==> config.mk <==
export PLATFORM = sky130hd
export DESIGN_NAME = debounce_bank
export DESIGN_NICKNAME = d
export VERILOG_FILES = /design/src/rtl/debounce_bank.sv
export SDC_FILE = /design/constraint.sdc
export NUM_CORES = 1
export LEC_CHECK = 0
export ABC_AREA = 1
export BUFFER_PORTS_ARGS = -buffer_cell sky130_fd_sc_hd__buf_2
export CORE_ASPECT_RATIO = 1.25
export CORE_MARGIN = 3
export CORE_UTILIZATION = 55
export CTS_CLUSTER_DIAMETER = 80
export DETAILED_ROUTE_END_ITERATION = 6
export MAX_ROUTING_LAYER = met4
export PLACE_DENSITY = 0.71
export SLEW_MARGIN = 20
export SYNTH_ARGS = -nofsm -noshare
export SYNTH_HDL_FRONTEND = slang
export SYNTH_SLANG_ARGS = --single-unit
==> constraint.sdc <==
create_clock -name clk -period 3.6 [get_ports clk]
set_clock_uncertainty 0.1 [all_clocks]
set_input_delay 0 -clock clk [delete_from_list [all_inputs] [get_ports clk]]
set_output_delay 0 -clock clk [all_outputs]
set_load 0.03 [all_outputs]
==> src/rtl/debounce_bank.sv <==
// Multi-channel push-button debouncer: 2-FF synchroniser, tick prescaler, stability window, press/release pulses.
// Optional auto-repeat on held buttons is compiled in when DEBOUNCE_AUTOREPEAT_EN is defined.
module debounce_bank #(
    parameter int CHANNELS     = 4,
    parameter int TICK_DIV     = 500000,
    parameter int STABLE_TICKS = 3,
    parameter int ACTIVE_LOW   = 1,
    parameter int REPEAT_DELAY = 100,
    parameter int REPEAT_RATE  = 20
) (
    input  logic                clk,
    input  logic                rst_n,
    input  logic [CHANNELS-1:0] btn_in,
    output logic [CHANNELS-1:0] btn_level,
    output logic [CHANNELS-1:0] btn_press,
    output logic [CHANNELS-1:0] btn_release,
    output logic                sample_tick
);

    localparam int PW = (TICK_DIV > 1) ? $clog2(TICK_DIV) : 1;
    localparam int CW = $clog2(STABLE_TICKS + 1);
    localparam logic [PW-1:0]       DIV_LAST = PW'(TICK_DIV - 1);
    localparam logic [CW-1:0]       CNT_LAST = CW'(STABLE_TICKS - 1);
    localparam logic [CHANNELS-1:0] INACTIVE = (ACTIVE_LOW != 0) ? '1 : '0;

    logic [CHANNELS-1:0]         sync1_q, sync1_d;
    logic [CHANNELS-1:0]         sync2_q, sync2_d;
    logic [PW-1:0]               div_q, div_d;
    logic                        tick_q, tick_d;
    logic [CHANNELS-1:0]         level_q, level_d;
    logic [CHANNELS-1:0]         press_q, press_d;
    logic [CHANNELS-1:0]         release_q, release_d;
    logic [CHANNELS-1:0][CW-1:0] cnt_q, cnt_d;
    logic [CHANNELS-1:0]         act;

`ifdef DEBOUNCE_AUTOREPEAT_EN
    localparam int RMAX = (REPEAT_DELAY > REPEAT_RATE) ? REPEAT_DELAY : REPEAT_RATE;
    localparam int RW   = $clog2(RMAX + 1);
    // Counts down ticks to the next repeat pulse; zero whenever the level is released.
    logic [CHANNELS-1:0][RW-1:0] rpt_q, rpt_d;
`endif

    always_comb begin
        sync1_d   = btn_in;
        sync2_d   = sync1_q;
        div_d     = (div_q == DIV_LAST) ? '0 : div_q + 1'b1;
        tick_d    = (div_d == DIV_LAST);
        act       = (ACTIVE_LOW != 0) ? ~sync2_q : sync2_q;
        level_d   = level_q;
        press_d   = '0;
        release_d = '0;
        cnt_d     = cnt_q;
        if (tick_q) begin
            for (int i = 0; i < CHANNELS; i++) begin
                if (act[i] == level_q[i]) begin
                    cnt_d[i] = '0;
                end else if (cnt_q[i] == CNT_LAST) begin
                    level_d[i]   = act[i];
                    cnt_d[i]     = '0;
                    press_d[i]   = act[i];
                    release_d[i] = ~act[i];
                end else begin
                    cnt_d[i] = cnt_q[i] + 1'b1;
                end
            end
        end
`ifdef DEBOUNCE_AUTOREPEAT_EN
        rpt_d = rpt_q;
        if (tick_q) begin
            for (int i = 0; i < CHANNELS; i++) begin
                if (press_d[i]) begin
                    rpt_d[i] = RW'(REPEAT_DELAY);
                end else if (!level_d[i]) begin
                    rpt_d[i] = '0;
                end else if (rpt_q[i] == RW'(1)) begin
                    press_d[i] = 1'b1;
                    rpt_d[i]   = RW'(REPEAT_RATE);
                end else begin
                    rpt_d[i] = rpt_q[i] - 1'b1;
                end
            end
        end
`endif
    end

    always_ff @(posedge clk or negedge rst_n) begin
        if (!rst_n) begin
            sync1_q   <= INACTIVE;
            sync2_q   <= INACTIVE;
            div_q     <= '0;
            tick_q    <= 1'b0;
            level_q   <= '0;
            press_q   <= '0;
            release_q <= '0;
            cnt_q     <= '0;
`ifdef DEBOUNCE_AUTOREPEAT_EN
            rpt_q     <= '0;
`endif
        end else begin
            sync1_q   <= sync1_d;
            sync2_q   <= sync2_d;
            div_q     <= div_d;
            tick_q    <= tick_d;
            level_q   <= level_d;
            press_q   <= press_d;
            release_q <= release_d;
            cnt_q     <= cnt_d;
`ifdef DEBOUNCE_AUTOREPEAT_EN
            rpt_q     <= rpt_d;
`endif
        end
    end

    assign btn_level   = level_q;
    assign btn_press   = press_q;
    assign btn_release = release_q;
    assign sample_tick = tick_q;

endmodule

# == Yosys cells after proc, flatten, opt, wreduce, memory -nomap -nowiden ==
# Index checks and enable logic that the tools add are counted.
# word_totals
register_bits,48
latchBits,0
ramBits,0
rom_bits,0
inputBits,6
out_inout_bits,13
wordCells,69
n_memories,0
# op_classes
n_addsub,5
n_mul,0
n_div,0
magnitude_cmp,0
eq_ne,10
n_shift,0
muxes,27
bitwise_logic,9
reduce_logical,4
# op_table
operator,count
equality test 19 bit (second input constant),2
adder 19 x 1 -> 19 bit (second input constant),1
two-way mux 19 bit,1
two-way mux 1 bit,16
two-way mux 2 bit,8
AND reduction 3 bit,4
adder 2 x 1 -> 2 bit (second input constant),4
equality test 2 bit (second input constant),4
two-way mux 4 bit,2
NOT 1 bit,8
equality test 1 bit,4
NOT 4 bit,1

# == Depth between registers and ports, before layout ==
# Gate-level depths: netlist of the first run.
# depth
ltp_word,5
ltp_mapped,12
mapped_depth_nobuf,12

# == Least setup slack after synthesis of the first run ==
# Ideal clock, no wire load.
# synth_timing
kind,register to register
startpoint,register div_q[0]
endpoint,"register tick_q, in the netlist sample_tick"
setup_time_ns,0.072
arrival_time_ns,1.450
t_required_ns,3.428
path_slack_ns,1.978
stages_incl_launch_ff,10
period_less_slack_ns,1.622
cell_sequence,dfrtp_1 ha_1 nand2_2 nor2_1 nand3_2 o21bai_1 nand3_1 nor2_1 nand2_1 nor2_1
# synth_between
elab_chain_cells,3
# synth_lines
item,line_no,rtl
start: declaration,28,"logic [PW-1:0] div_q, div_d;"
start signal: assignment,102,div_q <= div_d;
adder 19 x 1 -> 19 bit / equality test 19 bit (equally long branches),46,div_d = (div_q == DIV_LAST) ? '0 : div_q + 1'b1;
two-way mux 19 bit *,46,
equality test 19 bit *,47,tick_d = (div_d == DIV_LAST);
named net tick_d,29,"logic tick_q, tick_d;"
end signal: assignment,103,tick_q <= tick_d;
end: declaration,29,
# The timed path passes the listed nets; every way through them passes the cells marked *.
# A chain may end at the register's enable or synchronous reset.

# == Worst setup path after layout of the first run ==
# Ends and elaborated chain as after synthesis.

==> results.json, run 1 <==
{
  "finalWorstSetupSlack_ps": 1700,
  "avgSynthCellArea_um2": 8.00,
  "rows": 25,
  "die_w_um": 63.7,
  "yosysSeqAreaShare_pct": 53.0,
  "critPathKind": "reg2reg",
  "worstReg2RegEnd": "sample_tick$_DFF_PN0_",
  "max-vdd-ir-drop_uv": 278,
  "ys.flop_type": "dfrtp_1",
  "crit_buf_inv": 0,
  "final_cell_mix": "73 x nand2_1, 50 x inv_1, 48 x nor2_1",
  "path_cells": "ha_1 > nand2_2 > nor2_4 > nand2_2 > nor2_4 > nand2_1 > nand2_1 > nand3_1 > nor2_1 > nand2_1 > nor2_1",
  "tightest_slew_ps": 586,
  "die_y_um": 78.1,
  "post-route-drc-count": 0,
  "timing.setup.tns_ps": 0,
  "ys_async_sr_fraction_pct": 100,
  "grt_pass1_wl_um": 8210,
  "nets": 322,
  "seq_area_um2": 1210,
  "combPwrFrac_pct": 2.1,
  "clockRootBuffer": "clkbuf_8",
  "grt_overflow": 0,
  "cp.required_ps": 3730,
  "setup.worst_path.end_class": "flip-flop",
  "syn_nets": 293,
  "post-route-period-util_pct": 52.9,
  "r2r-start": "div_q[0]$_DFF_PN0_",
  "slew_headroom_pct": 60.9,
  "seq_power_share_pct": 56.3,
  "finalSetupViolations": 0,
  "worstSetupStartpoint": "div_q[0]$_DFF_PN0_",
  "cp_common_cell": "nand2_1",
  "critPathArrivalTime_ps": 2040,
  "area_growth_pct": 14.3,
  "cts.path.max_buffers": 2,
  "synth-edff-count": 0,
  "gp_congestion": 0.920,
  "routed_wl_um": 4720,
  "clock-sinks": 48,
  "post-place-ws_ps": 1730,
  "grt_pass1_vias": 1877,
  "first_pass_iters": 6,
  "clkLatencyLatePin_ps": 300,
  "grt_use_total_pct": 21.5,
  "portBuffers": 18,
  "layout_commonest_cell": "nand2_1",
  "ys_ff_latch": 48,
  "cp_slowest_cell": "dfrtp_1",
  "fin_crit_ps": 1900,
  "cts_tree": "done",
  "crit_fanout": 6,
  "netSwitchingPower_uw": 194,
  "num_vias": 1891,
  "cpPeakStageDelay_ps": 450,
  "max_freq_ghz": 0.525,
  "initial_utilization_pct": 59.0,
  "pwr-share-clk_pct": 41.5,
  "antenna_left": 0,
  "intPower_uw": 782,
  "cts_buffers": 5,
  "cp-start-kind": "flip-flop",
  "antenna_found_initial": 0,
  "viasPerCell": 5.11,
  "post-dp-hpwl_um": 3410,
  "clkTransAtPathRegs_ps": 90,
  "switching_share_pct": 19.9,
  "cts_htree_levels": 2,
  "io-pin-count": 19,
  "fillers": 352,
  "diodes": 0,
  "dieArea_um2": 4970,
  "grt_setup_unrepaired": "no",
  "leakagePower_uw": 0.00134,
  "drt_iter0_drc": 132,
  "synthCells": 286,
  "hold_path.class": "in2async",
  "multi_input_area_um2": 881,
  "postCtsSetupBuffers": 0,
  "syn-cell-area_um2": 2290,
  "core-area_um2": 3880,
  "yosysWarnings": 0,
  "status": "finished clean",
  "max_cap_viol_count": 0,
  "finalHoldViolCount": 0,
  "drv_slew": 0,
  "reg2reg_slack_ps": 1700,
  "cpLargestDelayFamily": "simple AND/OR/NAND/NOR gates",
  "worstRegToRegCells": 11,
  "yosys.cell_types.count": 23,
  "drive_above_1_share_pct": 14.2,
  "power_density_nw_per_um2": 373,
  "wl_per_cell_um": 12.8,
  "grt_max_degree": 49
}
cell type report:
class	instances	share of cell area, %
Clock buffer	6	3.16
Clock inverter	2	1.48
Inverter	51	7.32
Multi-Input combinational cell	186	33.7
Sequential cell	48	46.3
Tap cell	54	2.58
Timing Repair Buffer	23	5.45
metal layers:
metal  track usage, %  routed length (um)  up-vias
met3             3.72                 214       16
met2             37.9                2420       50
met5                -                   0        -
li1                 -                   -      946
met1             23.9                1950      879
met4             8.86                 135        0
cells in the mapped netlist, types with 2 or more instances:
cell	instances	area, um2
dfrtp_1	40	1000
dfstp_2	8	210
inv_1	50	188
nand2_1	73	274
nand2_2	4	25.0
nand3_1	15	75.1
nand3b_1	2	15.0
nand4_1	11	68.8
nor2_1	48	180
nor2_2	2	12.5
nor2_4	3	33.8
nor3_1	4	20.0
nor4_1	3	18.8
o21ai_0	2	10.0
o21bai_1	3	22.5
o22ai_1	8	50.1
xnor2_1	4	35.0
cells by family (layout without fill, tap and decap cells):
| logic type | count (synthesis) | count (layout) | share of synthesized area [%] |
|---|---|---|---|
| fa+ha+maj | 1 | 1 | 0.547 |
| flops | 48 | 48 | 53.0 |
| simple gates | 166 | 166 | 32.1 |
| buf+inv | 52 | 82 | 8.53 |
| compound gates | 14 | 14 | 3.99 |
| xor+xnor | 5 | 5 | 1.91 |
registers in the layout, summed over array words and instances, names as in the netlist:
name and cells:
btn_level 4, btn_press 4, btn_release 4, cnt_q 8, div_q 19, sample_tick 1, sync1_q 4, sync2_q 4
stage by stage:
step / hold WS (ps) / instance area, um2 / power [uW] / instances / util (%)
2_1_floorplan: -396 / 2290 / 563 / 286 / -
3_3_place_gp: 4.85 / 2440 / 576 / 357 / 62.9
3_5_place_dp: 8.56 / 2440 / 577 / 357 / 62.9
4_1_cts: 234 / 2610 / 984 / 370 / 67.4
5_1_grt: 227 / 2620 / 1010 / 370 / 67.4
6_report: 168 / 2620 / 975 / 370 / 67.4
what timing repair did:
| action | CTS | global route |
|---|---|---|
| hold buffers | 5 | 0 |
| gates resized for setup | 0 | 0 |
| hold endpoints to repair | 44 | 0 |
| endpoints found under the setup margin | 0 | 0 |
power groups by stage:
stage	clock [uW]	combinational, uW	sequential [uW]
floorplan	0	3.15	559
global placement	0	16.2	560
detailed placement	0	16.7	560
CTS	413	20.7	550
global route	437	23.9	550
finish	405	20.6	550
how the worst max path moves through the flow:
stage / to / depth (start not counted)
final: sample_tick$_DFF_PN0_ / 11
after global routing: sample_tick$_DFF_PN0_ / 9
after CTS: sample_tick$_DFF_PN0_ / 11
after detailed placement: sample_tick$_DFF_PN0_ / 9
after global placement: sample_tick$_DFF_PN0_ / 11
after floorplan: sample_tick$_DFF_PN0_ / 9
Power figures use the tool's default switching activity.
==> inputs of run 2 (changes only) <==
==> constraint.sdc (replaced) <==
create_clock -name clk -period 1.91 [get_ports clk]
set_clock_uncertainty 0.1 [all_clocks]
set_input_delay 0 -clock clk [delete_from_list [all_inputs] [get_ports clk]]
set_output_delay 0 -clock clk [all_outputs]
set_load 0.03 [all_outputs]
==> results.json, run 2 (same netlist as run 1, synthesis figures left out) <==
{
  "tightest_slew_ps": 543,
  "drt-met1-wl_um": 1910,
  "final_area_um2": 2700,
  "gp_congestion": 0.925,
  "intPower_uw": 1570,
  "leakagePower_uw": 0.00137,
  "drv_slew": 0,
  "reg2reg_slack_ps": 120,
  "wl_met3_um": 188,
  "cp_slowest_cell": "dfrtp_2",
  "num_vias": 1918,
  "grt_pass1_vias": 1752,
  "cpLargestDelayFamily": "simple AND/OR/NAND/NOR gates",
  "place_area_um2": 2480,
  "cpPeakStageDelay_ps": 430,
  "drive_above_1_share_pct": 16.8,
  "area_growth_pct": 17.8,
  "clock-sinks": 48,
  "path_cells": "ha_2 > nand2_2 > nor2_4 > buf_4 > nand3_1 > nor2_4 > nor2_2 > nand2_1 > nor2_1 > nand4_1 > nor2_1",
  "wl_per_cell_um": 12.1,
  "crit_fanout": 4,
  "clkLatencyLatePin_ps": 300,
  "combPwrFrac_pct": 2.2,
  "pwr-share-clk_pct": 44.1,
  "dieArea_um2": 4970,
  "finalHoldViolCount": 0,
  "cts_htree_levels": 2,
  "grt_setup_unrepaired": "no",
  "final_cells": 375,
  "grt_use_total_pct": 20.3,
  "die_w_um": 63.7,
  "r2r-start": "div_q[0]$_DFF_PN0_",
  "routed_wl_um": 4540,
  "crit_buf_inv": 1,
  "initial_utilization_pct": 59.0,
  "grt_overflow": 0,
  "final_util_pct": 69.5,
  "clockRootBuffer": "clkbuf_8",
  "critPathKind": "reg2reg",
  "final_cell_mix": "73 x nand2_1, 50 x inv_1, 45 x nor2_1",
  "antenna_found_initial": 0,
  "finalSetupViolations": 0,
  "cp.required_ps": 2040,
  "slew_headroom_pct": 63.8,
  "layout_commonest_cell": "nand2_1",
  "multi_input_area_um2": 901,
  "cp-start-kind": "flip-flop",
  "hold_path.class": "in2async",
  "post-dp-hpwl_um": 3400,
  "diodes": 0,
  "fin_crit_ps": 1790,
  "io-pin-count": 19,
  "seq_area_um2": 1210,
  "cts_tree": "done",
  "post-route-period-util_pct": 93.5,
  "antenna_left": 0,
  "max_cap_viol_count": 0,
  "viasPerCell": 5.11,
  "die_y_um": 78.1,
  "largest_reg_flops": 19,
  "top_layer": "met4",
  "timing.setup.tns_ps": 0,
  "power_density_nw_per_um2": 715,
  "status": "finished clean",
  "whs_ps": 112,
  "top_register": "div_q",
  "post-route-drc-count": 0,
  "max_freq_ghz": 0.560,
  "cts_buffers": 5,
  "critPathArrivalTime_ps": 1920,
  "worstReg2RegEnd": "sample_tick$_DFF_PN0_",
  "nets": 327,
  "dr_wl_met2_um": 2380,
  "grt_max_degree": 26,
  "fillers": 327,
  "worstRegToRegCells": 11,
  "grt_pass1_wl_um": 7710,
  "core-area_um2": 3880,
  "netSwitchingPower_uw": 357,
  "top_regs": "div_q: 19 flops, cnt_q: 8 flops",
  "dp.cells": 360,
  "portBuffers": 18,
  "max-vdd-ir-drop_uv": 513,
  "seq_power_share_pct": 53.7,
  "first_pass_iters": 5,
  "clkTransAtPathRegs_ps": 90,
  "setup.worst_path.end_class": "flip-flop",
  "switching_share_pct": 18.5,
  "drt_iter0_drc": 106,
  "cts.path.max_buffers": 2,
  "rows": 25
}
run 2: how the worst max path moves through the flow:
stage / slack, ps / end / startpoint / cells after the start
after floorplan: 290 / sample_tick$_DFF_PN0_ / div_q[0]$_DFF_PN0_ / 9
after global placement: 120 / sample_tick$_DFF_PN0_ / div_q[0]$_DFF_PN0_ / 11
after detailed placement: 80 / sample_tick$_DFF_PN0_ / div_q[0]$_DFF_PN0_ / 11
after CTS: 50 / sample_tick$_DFF_PN0_ / div_q[0]$_DFF_PN0_ / 11
after global routing: 5 / sample_tick$_DFF_PN0_ / div_q[1]$_DFF_PN0_ / 9
final: 120 / sample_tick$_DFF_PN0_ / div_q[0]$_DFF_PN0_ / 11
run 2: through the flow:
stage | setup WS [ps] | power [uW]
floorplan | 288 | 1060
global placement | 123 | 1090
detailed placement | 77.0 | 1090
CTS | 53.3 | 1950
global route | 5.33 | 2000
finish | 124 | 1930
run 2: routing by layer:
layer	global-route usage (%)	up-vias
li1	-	959
met1	23.9	908
met2	35.2	46
met3	3.15	5
met4	7.13	0
met5	-	-
run 2: power by group through the flow:
stage | Combinational [uW] | Clock, uW | Sequential [uW]
floorplan | 5.94 | 0 | 1050
global placement | 35.8 | 0 | 1050
detailed placement | 36.3 | 0 | 1060
CTS | 44.3 | 866 | 1040
global route | 49.8 | 918 | 1040
finish | 42.5 | 850 | 1040
run 2: cell type report:
cell class	count	area share, %
Inverter	51	7.10
Sequential cell	48	45.0
Multi-Input combinational cell	186	33.4
Timing Repair Buffer	28	7.06
Clock buffer	6	2.69
Tap cell	54	2.51
Clock inverter	2	2.23
run 2: worst register-to-register path, delay by kind of cell, from the launching register on:
kind | cells | cell delay [ps]
buf+inv | 1 | 140
simple gates | 9 | 840
fa+ha+maj | 1 | 210
flops | 1 | 430
run 2: timing repair:
item,CTS,global route
hold buffers,5,0
buffers inserted,0,2
gates resized for setup,0,7
endpoints found under the setup margin,0,1
endpoints found under the hold margin,48,0
==> inputs of run 3 (changes only) <==
--- a/config.mk
+++ b/config.mk
@@ -5,7 +5,6 @@
 export SDC_FILE = /design/constraint.sdc
 export NUM_CORES = 1
 export LEC_CHECK = 0
-export ABC_AREA = 1
 export BUFFER_PORTS_ARGS = -buffer_cell sky130_fd_sc_hd__buf_2
 export CORE_ASPECT_RATIO = 1.25
 export CORE_MARGIN = 3
==> results.json, run 3 <==
{
  "status": "finished with violations",
  "violations": "setup timing",
  "routed_wl_um": 4550,
  "rows": 25,
  "worstRegToRegCells": 6,
  "avgSynthCellArea_um2": 10.7,
  "grt_pass1_wl_um": 7920,
  "final_util_pct": 75.9,
  "max_freq_ghz": 0.448,
  "max-vdd-ir-drop_uv": 449,
  "synth_top_cell_area_share_pct": 45.5,
  "reg2reg_slack_ps": -320,
  "io-pin-count": 19,
  "timing.setup.tns_ps": -323,
  "fin_crit_ps": 2230,
  "finalHoldViolCount": 0,
  "synthCells": 206,
  "yosysSeqAreaShare_pct": 55.0,
  "grt_pass1_vias": 1764,
  "post-route-drc-count": 0,
  "gp_congestion": 0.967,
  "area_growth_pct": 31.6,
  "portBuffers": 18,
  "drive_above_1_share_pct": 37.6,
  "tightest_slew_ps": 569,
  "synth.area.top_cells": "dfrtp_1 45%, dfstp_2 9.6%, nand3_1 4.3%",
  "critPathKind": "reg2reg",
  "final_cell_mix": "46 x buf_4, 36 x dfrtp_1, 25 x nor2_1",
  "synth-edff-count": 0,
  "cts_buffers": 5,
  "post-route-period-util_pct": 117,
  "ys_async_sr_fraction_pct": 100,
  "r2r-start": "div_q[1]$_DFF_PN0_",
  "yosys.cell_types.count": 41,
  "place_area_um2": 2670,
  "fillers": 265,
  "antenna_left": 0,
  "first_pass_iters": 4,
  "yosysWarnings": 0,
  "post-dp-hpwl_um": 3200,
  "power_density_nw_per_um2": 633,
  "clockRootBuffer": "clkbuf_8",
  "num_vias": 1738,
  "grt_max_degree": 49,
  "clkTransAtPathRegs_ps": 90,
  "diodes": 0,
  "setup.worst_path.end_class": "flip-flop",
  "drv_slew": 0,
  "syn_nets": 213,
  "die_y_um": 76.7,
  "antenna_found_initial": 0,
  "worstSetupStartpoint": "div_q[1]$_DFF_PN0_",
  "power_uw": 1830,
  "largest_reg_flops": 19,
  "cts_htree_levels": 2,
  "layout_commonest_cell": "buf_4",
  "grt_overflow": 0,
  "syn-cell-area_um2": 2200,
  "grt_use_total_pct": 21.2,
  "cp.required_ps": 2000,
  "cp-start-kind": "flip-flop",
  "core-area_um2": 3820,
  "grt_setup_unrepaired": "yes",
  "ys_ff_latch": 48,
  "wl_per_cell_um": 13.9,
  "synthTopCellsByCount": "40 x dfrtp_1, 25 x nor2_1, 19 x nand3_1, 17 x nand2_1",
  "nets": 280,
  "top_register": "div_q",
  "final_area_um2": 2900,
  "crit_fanout": 4,
  "clock-sinks": 48,
  "finalSetupViolations": 1,
  "drt_iter0_drc": 108,
  "ys.flop_type": "dfrtp_1",
  "synth_largest_area_cell": "dfrtp_1",
  "endpoint": "sample_tick$_DFF_PN0_",
  "viasPerCell": 5.30,
  "initial_utilization_pct": 57.7,
  "cts.path.max_buffers": 2,
  "slew_headroom_pct": 62.0,
  "dieArea_um2": 4800,
  "die_w_um": 62.6,
  "worstReg2RegEnd": "sample_tick$_DFF_PN0_",
  "clkLatencyLatePin_ps": 290,
  "yosysMostFrequentCell": "dfrtp_1",
  "max_cap_viol_count": 0,
  "top_regs": "div_q: 19 flops, cnt_q: 8 flops",
  "hold_path.class": "in2async",
  "cts_tree": "done",
  "critPathArrivalTime_ps": 2330,
  "finalWorstSetupSlack_ps": -323,
  "leakagePower_uw": 0.00137
}
## run 3: cell count changes in the layout (fill, tap and decap cells not counted), sizes merged, moves of 4 or more
cell / before / now
nor2b: 0 / 4
xnor2: 4 / 10
nand4: 11 / 5
nor2: 53 / 25
inv: 50 / 8
xor2: 1 / 10
o21ai: 2 / 9
or2: 0 / 4
o22ai: 8 / 1
buf: 23 / 64
nand2: 77 / 17
## run 3: kinds of logic after synthesis
logic type,after synthesis,share of synthesized area [%]
adder cells (fa/ha/maj),1,0.568
AND/OR/NAND/NOR,98,25.1
buffers and inverters,17,4.15
AO/OA/AOI/OAI,18,5.17
XOR/XNOR,20,7.96
flip-flops,48,55.0
multiplexers,4,1.99
## run 3: timing repair
item,4_1_cts,5_1_grt
pin swaps,2,0
endpoints found under the setup margin,1,3
resized for setup,1,6
hold buffers,5,0
hold endpoints to repair,44,0
buffers inserted,2,0
## run 3: where the power goes
group | leakage, uW | switching [uW] | total [uW] | internal, uW
Sequential | 0.000623 | 4.40 | 1040 | 1030
Combinational | 0.000688 | 24.8 | 42.0 | 17.2
Clock | 0.0000614 | 327 | 755 | 428
Total | 0.00137 | 356 | 1830 | 1480
## run 3: how the worst min path moves through the flow
stage | endpoint | slack, ps | cells past startpoint
2_1_floorplan | btn_level[0]$_DFFE_PN0P_ | -400 | 0
6_report | btn_level[3]$_DFFE_PN0P_ | 220 | 3
3_5_place_dp | sync1_q[1]$_DFF_PN1_ | 6 | 1
3_3_place_gp | sync1_q[2]$_DFF_PN1_ | 4 | 1
5_1_grt | sync1_q[0]$_DFF_PN1_ | 240 | 2
4_1_cts | cnt_q[2]$_DFFE_PN0P_ | 230 | 3
## run 3: cell type report
class                           count  area (um2)  share of cell area (%)
Clock buffer                        6        82.6                    2.85
Clock inverter                      2        38.8                    1.34
Inverter                            8        30.0                    1.04
Multi-Input combinational cell    141         975                    33.7
Sequential cell                    48        1220                    42.0
Tap cell                           54        67.6                    2.33
Timing Repair Buffer               69         485                    16.8
## run 3: critical path, cell delays in order, from the launching register on
cell,delay (ps)
dfrtp_2,450
ha_4,280
nand4bb_1,80
or3_1,310
or3_1,320
a311o_1,320
a2111oi_4,270
## run 3: layer usage
layer	share of wire [%]	global-route usage, %	vias to the layer above
met2	56	37.5	45
li1	-	-	835
met1	38	22.8	847
met4	2.7	8.83	0
met5	0	-	-
met3	3.8	4.54	11
## run 3: per-stage QoR
stage | std cells | hold slack, ps | worst slack (ps)
3_3_place_gp | 313 | 4.33 | -294
6_report | 328 | 218 | -323
3_5_place_dp | 313 | 6.20 | -334
2_1_floorplan | 206 | -396 | -242
5_1_grt | 328 | 239 | -433
4_1_cts | 328 | 228 | -325
